`config.mk`:
```
export PLATFORM = sky130hd
export DESIGN_NAME = decoder_2_4_stream
export DESIGN_NICKNAME = d
export VERILOG_FILES = /design/src/rtl/decoder_2_4_stream.sv
export SDC_FILE = /design/constraint.sdc
export NUM_CORES = 1
export LEC_CHECK = 0
export ABC_AREA = 1
export CAP_MARGIN = 20
export CORE_MARGIN = 3
export CORE_UTILIZATION = 40
export DETAILED_ROUTE_END_ITERATION = 16
export GPL_TIMING_DRIVEN = 0
export MAX_ROUTING_LAYER = met4
export PLACE_DENSITY = 0.62
export SYNTH_ARGS = -nofsm -noshare
export SYNTH_HDL_FRONTEND = slang
export SYNTH_SLANG_ARGS = --single-unit
export TNS_END_PERCENT = 30
```
`constraint.sdc`:
```
create_clock -name clk -period 1.92 [get_ports clk]
set_input_delay 0.288 -clock clk [delete_from_list [all_inputs] [get_ports clk]]
set_output_delay 0.288 -clock clk [all_outputs]
set_load 0.05 [all_outputs]
```
`src/rtl/decoder_2_4_stream.sv`:
```
// decoder_2_4_stream: registered 2-to-4 decoder with a small output FIFO.
// Decodes {in_v, in_y} to a one-hot word on accept and buffers it for the consumer.
//
// Parameters:
//   DEPTH    FIFO entries (power of two, >= 2)
//   CNT_W    width of the saturating V=0 event counter
// Ports:
//   clk, rst_n                    clock, async active-low reset
//   in_valid/in_ready             producer handshake
//   in_v, in_y                    encoded code (valid bit, index)
//   out_valid/out_ready           consumer handshake
//   out_d, out_none               head word: one-hot value, no-line flag
//   cnt_clr, cnt_none             sync clear / saturating count of V=0 codes
module decoder_2_4_stream #(
  parameter int DEPTH = 2,
  parameter int CNT_W = 8
) (
  input  logic             clk,
  input  logic             rst_n,
  input  logic             in_valid,
  output logic             in_ready,
  input  logic             in_v,
  input  logic [1:0]       in_y,
  output logic             out_valid,
  input  logic             out_ready,
  output logic [3:0]       out_d,
  output logic             out_none,
  input  logic             cnt_clr,
  output logic [CNT_W-1:0] cnt_none
);

  localparam int AW = (DEPTH > 1) ? $clog2(DEPTH) : 1;
  localparam logic [AW:0] L_FULL = (AW+1)'(DEPTH);
  localparam logic [CNT_W-1:0] L_CNT_MAX = '1;

  logic [3:0]       r_mem_d    [DEPTH];
  logic             r_mem_none [DEPTH];
  logic [AW-1:0]    r_wptr;
  logic [AW-1:0]    r_rptr;
  logic [AW:0]      r_count;
  logic [CNT_W-1:0] r_cnt;

  logic       w_full;
  logic       w_empty;
  logic       w_push;
  logic       w_pop;
  logic [3:0] w_dec_d;
  logic       w_dec_none;

  // Handshake flags come from registered occupancy only.
  assign w_full  = (r_count == L_FULL);
  assign w_empty = (r_count == '0);
  assign w_push  = in_valid && !w_full;
  assign w_pop   = !w_empty && out_ready;

  always_comb begin
    w_dec_d    = 4'b0000;
    w_dec_none = 1'b1;
    if (in_v) begin
      w_dec_none = 1'b0;
      unique case (in_y)
        2'd0: w_dec_d = 4'b0001;
        2'd1: w_dec_d = 4'b0010;
        2'd2: w_dec_d = 4'b0100;
        2'd3: w_dec_d = 4'b1000;
        default: w_dec_d = 4'b0000;
      endcase
    end
  end

  always_ff @(posedge clk or negedge rst_n) begin
    if (!rst_n) begin
      for (int i = 0; i < DEPTH; i++) begin
        r_mem_d[i]    <= 4'b0000;
        r_mem_none[i] <= 1'b0;
      end
    end else if (w_push) begin
      r_mem_d[r_wptr]    <= w_dec_d;
      r_mem_none[r_wptr] <= w_dec_none;
    end
  end

  // Pointers wrap naturally since DEPTH is a power of two.
  always_ff @(posedge clk or negedge rst_n) begin
    if (!rst_n) begin
      r_wptr <= '0;
      r_rptr <= '0;
    end else begin
      if (w_push) r_wptr <= r_wptr + AW'(1);
      if (w_pop)  r_rptr <= r_rptr + AW'(1);
    end
  end

  always_ff @(posedge clk or negedge rst_n) begin
    if (!rst_n) begin
      r_count <= '0;
    end else begin
      unique case ({w_push, w_pop})
        2'b10:   r_count <= r_count + (AW+1)'(1);
        2'b01:   r_count <= r_count - (AW+1)'(1);
        default: r_count <= r_count;
      endcase
    end
  end

  // Clear has priority over a same-cycle increment.
  always_ff @(posedge clk or negedge rst_n) begin
    if (!rst_n) begin
      r_cnt <= '0;
    end else if (cnt_clr) begin
      r_cnt <= '0;
    end else if (w_push && w_dec_none
                 && (r_cnt != L_CNT_MAX)) begin
      r_cnt <= r_cnt + CNT_W'(1);
    end
  end

  assign in_ready  = !w_full;
  assign out_valid = !w_empty;
  assign out_d     = w_empty ? 4'b0000 : r_mem_d[r_rptr];
  assign out_none  = w_empty ? 1'b0 : r_mem_none[r_rptr];
  assign cnt_none  = r_cnt;

  a_prod_stable: assert property (
    @(posedge clk) disable iff (!rst_n)
    (in_valid && !in_ready)
      |=> (!in_valid || $stable({in_v, in_y}))
  ) else $error("producer changed code while stalled");

  a_cons_stable: assert property (
    @(posedge clk) disable iff (!rst_n)
    (out_valid && !out_ready)
      |=> (out_valid && $stable({out_d, out_none}))
  ) else $error("head word changed while stalled");

endmodule

```
# After elaboration in Yosys (flattened, before gate mapping)
# Cells that the tools add are included.
[totals] out_inout_bits=15 in_bits=8 ff_bits=22
[classes] reduce_logical=11 eq_ne=7 addsub=5 mux=20 magnitude_cmp=3 bitwise=2
[ops] op="$mux W4" count=6
[ops] op="$mux W8" count=2
[ops] op="$pmux W4 S4" count=1
[ops] op="$add A8 B1 Y8 const B" count=1
[ops] op="$bwmux W8" count=1
[ops] op="$eq A2 B2 Y1 const B" count=4
[ops] op="$ne A8 B8 Y1 const B" count=1
[ops] op="$mux W1" count=6
[ops] op="$logic_and A1 B1 Y1" count=5
[ops] op="$demux W4 S1" count=1
[ops] op="$eq A2 B1 Y1 const B" count=2
[ops] op="$ge A2 B2 Y1 const B" count=2
[ops] op="$logic_not A2 Y1" count=2
[ops] op="$not A1 Y2" count=2
[ops] op="$pmux W2 S2" count=1
[ops] op="$reduce_bool A2 Y1" count=2
[ops] op="$add A1 B1 Y1 const B" count=2
[ops] op="$add A2 B1 Y2 const B" count=1
[ops] op="$bwmux W2" count=1
[ops] op="$logic_not A1 Y1" count=2
[ops] op="$lt A2 B1 Y1 const B" count=1
[ops] op="$sub A2 B1 Y2 const B" count=1
[ops] op="$demux W1 S1" count=1

# Longest topological paths before layout
[depth] ltp_word=7 depth_mapped=9

# Worst setup path after synthesis
# OpenSTA, ideal clock, no wires.
[synth_path] path_kind="reg2out" start="register r_count[0]" end="output out_d[0]" slack_ps=-152 arrival_ps=1784 n_path_buf=0 stages_incl_launch_ff=5 path_cell_list="dfrtp_1 > nor2_1 > inv_1 > o21ai_0 > a21oi_1"
[synth_via] elab_chain_cells=2
[synth_rtl] item="from (decl)" line_no="40" text="logic [AW:0] r_count;"
[synth_rtl] item="from (signal assigned)" line_no="99" text="2'b10: r_count <= r_count + (AW+1)'(1);"
[synth_rtl] item="from (signal assigned)" line_no="100" text="2'b01: r_count <= r_count - (AW+1)'(1);"
[synth_rtl] item="from (signal assigned)" line_no="101" text="default: r_count <= r_count;"
[synth_rtl] item="$logic_not A2 Y1" line_no="52" text="assign w_empty = (r_count == '0);"
[synth_rtl] item="$mux W4" line_no="120" text="assign out_d = w_empty ? 4'b0000 : r_mem_d[r_rptr];"
[synth_rtl] item="to (decl)" line_no="26" text="output logic [3:0] out_d,"
# Every way passes these cells.

# Final worst setup path
[layout_path] start="register r_cnt[6] (netlist: cnt_none[6])" end="output cnt_none[6]"
[layout_rtl] item="from (decl)" line_no="41" text="logic [CNT_W-1:0] r_cnt;"
[layout_rtl] item="from (signal assigned)" line_no="114" text="r_cnt <= r_cnt + CNT_W'(1);"
[layout_rtl] item="to (decl)" line_no="29" text="output logic [CNT_W-1:0] cnt_none"
# No word-level cell between the ends.

==> results.rst <==
.. list-table::
   :header-rows: 1

   * - Metric
     - Value
   * - First-pass detailed-route iteration total
     - 4
   * - Total power after layout
     - 2.06 mW
   * - Slowest stage cell on the critical path
     - sky130_fd_sc_hd__clkdlybuf4s50_1
   * - Met2 routed WL
     - 1070 µm
   * - Max Clock Freq
     - 0.540 GHz
   * - Post-CTS clock slew at the launch and capture registers of the worst setup and hold paths
     - 130 ps
   * - Total Routing Usage GR
     - 0.160
   * - Critical Path, Cell by Cell
     - clkdlybuf4s50_1
   * - CP Depth
     - 1
   * - Area of the multi-input gates
     - 542 µm²
   * - Most frequent standard cell in the layout excluding fill and tap cells
     - sky130_fd_sc_hd__nand2_1
   * - Crit share post-route
     - 0.965
   * - DP Cell Count
     - 203
   * - Number of clock buffers inserted by TritonCTS
     - 3
   * - Sum of routed wire length over all layers
     - 2470 µm
   * - Syn_area_per_cell
     - 7.71 µm²
   * - Required time worst endpoint
     - 1630 ps
   * - Pin count of the biggest net entering global routing
     - 23
   * - Unrepaired setup endpoints after global routing
     - true
   * - TritonCTS clock tree
     - done
   * - Uppermost signal routing layer after detailed routing
     - met4
   * - Wire length of the first global-routing pass
     - 4170 µm
   * - Post-Syn Nets
     - 161
   * - Per-cell via count in the routed design
     - 4.95
   * - CTS H-tree lvls
     - 1
   * - Final standard cell area without fillers
     - 1490 µm²
   * - Total DRC errors in the routed layout
     - 0
   * - Total of flip-flops plus latches after synthesis
     - 22
   * - Final hold violation count
     - 0
   * - Number of port buffers
     - 22
   * - Root buf cell
     - sky130_fd_sc_hd__clkbuf_4
   * - Placed wire-length estimate after detailed placement
     - 1830 µm
   * - Commonest cells after routing, fill and taps aside
     - sky130_fd_sc_hd__nand2_1, sky130_fd_sc_hd__dfrtp_1, sky130_fd_sc_hd__inv_1
   * - Worst hold-check slack
     - 332 ps
   * - Worst-path fanout max
     - 4
   * - Horizontal die dimension
     - 60.0 µm
   * - Final Core Density
     - 0.568
   * - Class of the tightest hold or removal check
     - input pin to asynchronous set/reset pin
   * - Synth Cell Area
     - 1160 µm²
   * - Clock tree skew after final layout
     - 1.83 ps
   * - Die Y-Extent
     - 60.0 µm
   * - Top cells by area in the synthesized netlist
     - sky130_fd_sc_hd__dfrtp_1, sky130_fd_sc_hd__nand2_1, sky130_fd_sc_hd__o21ai_0, sky130_fd_sc_hd__inv_1, sky130_fd_sc_hd__nor2_1
   * - Critical Path Max Stage Delay
     - 830 ps
   * - Logic depth of the worst register-to-register path
     - 6
   * - Number of nets with antenna violations after detailed routing
     - 0
   * - Crit path buffers/inverters
     - 1
   * - Final total negative setup slack
     - 0 ps
   * - Slew Limit Headroom
     - 0.611
   * - Max-slew violation count
     - 0
   * - Number of instances in the synthesized netlist
     - 151
   * - Layout cells sized above 1
     - 0.135
   * - Synth cell types
     - 19
   * - Reg area
     - 552 µm²
   * - Area fraction of the dominant cell type after synthesis
     - 0.473
   * - Overall overflow remaining after global route
     - 0
   * - Peak supply drop
     - 0.000997 V
   * - Area Overhead vs Synth
     - 27.5%
   * - Diodes inserted
     - 0
   * - Number of antenna violations at the first check in global routing
     - 0
   * - Effective utilization at floorplan
     - 0.446
   * - Delay-heaviest family, CP
     - buffers and inverters
   * - Vias after detailed routing
     - 1029
   * - Sum of met3 wire segment lengths after detailed routing
     - 138 µm
   * - Floorplan Core Area
     - 2610 µm²
   * - Critical Path End Type
     - output port
   * - Sequential fraction of the synthesis area
     - 0.473
   * - Top-level port count
     - 23
   * - Total setup violations reported at the end of the flow
     - 0
   * - Number of filler instances in the final layout
     - 276
   * - Num rows
     - 18
   * - Bufs on Longest Clock Path
     - 2
   * - GP Congestion
     - 0.804
   * - Final setup slack of the worst path
     - 67.1 ps
   * - DP Area
     - 1430 µm²
   * - Post-layout minimum cycle time
     - 1850 ps
   * - Worst EP arrival
     - 1560 ps
   * - Area enclosed by the die boundary
     - 3600 µm²
   * - Place WS
     - -165 ps
   * - Startpoint type of the worst setup path
     - flip-flop
   * - Sinks on Clock Net
     - 22
   * - Max-Cap Viols
     - 0
   * - Startpoint-to-endpoint class of the critical path
     - flip-flop to output port
   * - Most area-hungry cell type in the Yosys netlist
     - sky130_fd_sc_hd__dfrtp_1
   * - Run status
     - finished, final reports clean
   * - WL/cell
     - 11.9 µm
   * - Hold-fix buffer count after cts
     - 0
   * - Total power divided by cell area
     - 1390 nW/µm²
   * - Final Non-Filler Cells
     - 208
   * - Met1 routed wirelength after detailed routing
     - 1240 µm
   * - Static leakage power
     - 0.740 nW
   * - Least-Margin Pin Slew
     - 581 ps
   * - Final #Nets
     - 189
   * - Drt first-iter violations
     - 28
   * - Via count of the first global-routing pass
     - 960
   * - Count of synthesis-stage warnings from yosys
     - 0
   * - Clk_lat worst skew
     - 310 ps
## cell families (layout without fill, tap and decap cells)
family	count (synthesis)	after routing	share of synthesized area
xor+xnor	4	4	0.0301
simple gates	76	76	0.294
buf+inv	21	48	0.0677
compound gates	26	26	0.114
flops	22	22	0.473
fa+ha+maj	2	2	0.0215
## per-layer routing
| layer | track usage | up-vias |
|---|---|---|
| met4 | 0.0665 | 0 |
| met5 | - | - |
| met2 | 0.230 | 29 |
| met1 | 0.223 | 462 |
| met3 | 0.0259 | 2 |
| li1 | - | 536 |
## layout make-up
cell class	count	area share
Buffer	1	0.00337
Tap cell	30	0.0253
Clock inverter	1	0.0202
Timing Repair Buffer	23	0.149
Sequential cell	22	0.372
Inverter	20	0.0505
Clock buffer	3	0.0152
Multi-Input combinational cell	108	0.365
## sequential cells by signal, summed over array words and instances (netlist names)
signal,count
cnt_none,8
r_rptr,1
r_mem_d,8
r_count,2
r_mem_none,2
r_wptr,1
## report_power, final
group	switching [mW]	internal, mW
clock network	0.146	0.211
logic	0.719	0.294
registers	0.0879	0.606
total	0.953	1.11
## synth_stat cells
cell type                  instances
sky130_fd_sc_hd__nor2_1           13
sky130_fd_sc_hd__a21oi_1           8
sky130_fd_sc_hd__clkbuf_1          1
sky130_fd_sc_hd__nand4_1           1
sky130_fd_sc_hd__nor3_1            5
sky130_fd_sc_hd__dfrtp_1          22
sky130_fd_sc_hd__nand2_1          45
sky130_fd_sc_hd__nand3_1           5
sky130_fd_sc_hd__xnor2_1           3
sky130_fd_sc_hd__inv_2             3
sky130_fd_sc_hd__nand2_4           2
sky130_fd_sc_hd__o21ai_0          14
sky130_fd_sc_hd__o21bai_1          1
sky130_fd_sc_hd__inv_1            17
sky130_fd_sc_hd__nor2_4            3
sky130_fd_sc_hd__ha_1              2
sky130_fd_sc_hd__o21ai_1           3
sky130_fd_sc_hd__xor2_1            1
sky130_fd_sc_hd__nand2_2           2
## worst paths after layout
| path | start | end | slack [ps] |
|---|---|---|---|
| min | rst_n | r_mem_d[4] | 330 |
| max in group asynchronous | rst_n | r_count[0] | 1100 |
| min in group clk | r_mem_d[4] | r_mem_d[4] | 490 |
| max | cnt_none[6] | cnt_none[6] | 70 |
| max reg2reg | r_count[0] | r_count[1] | 420 |
| min reg2reg | r_mem_d[4] | r_mem_d[4] | 490 |
## repair_timing
| item | CTS | global route |
|---|---|---|
| gates resized for setup | 17 | 12 |
| setup endpoints to repair | 7 | 8 |
| pin swaps | 0 | 0 |
| setup buffers | 0 | 0 |
(Power assumes the default switching activity.)
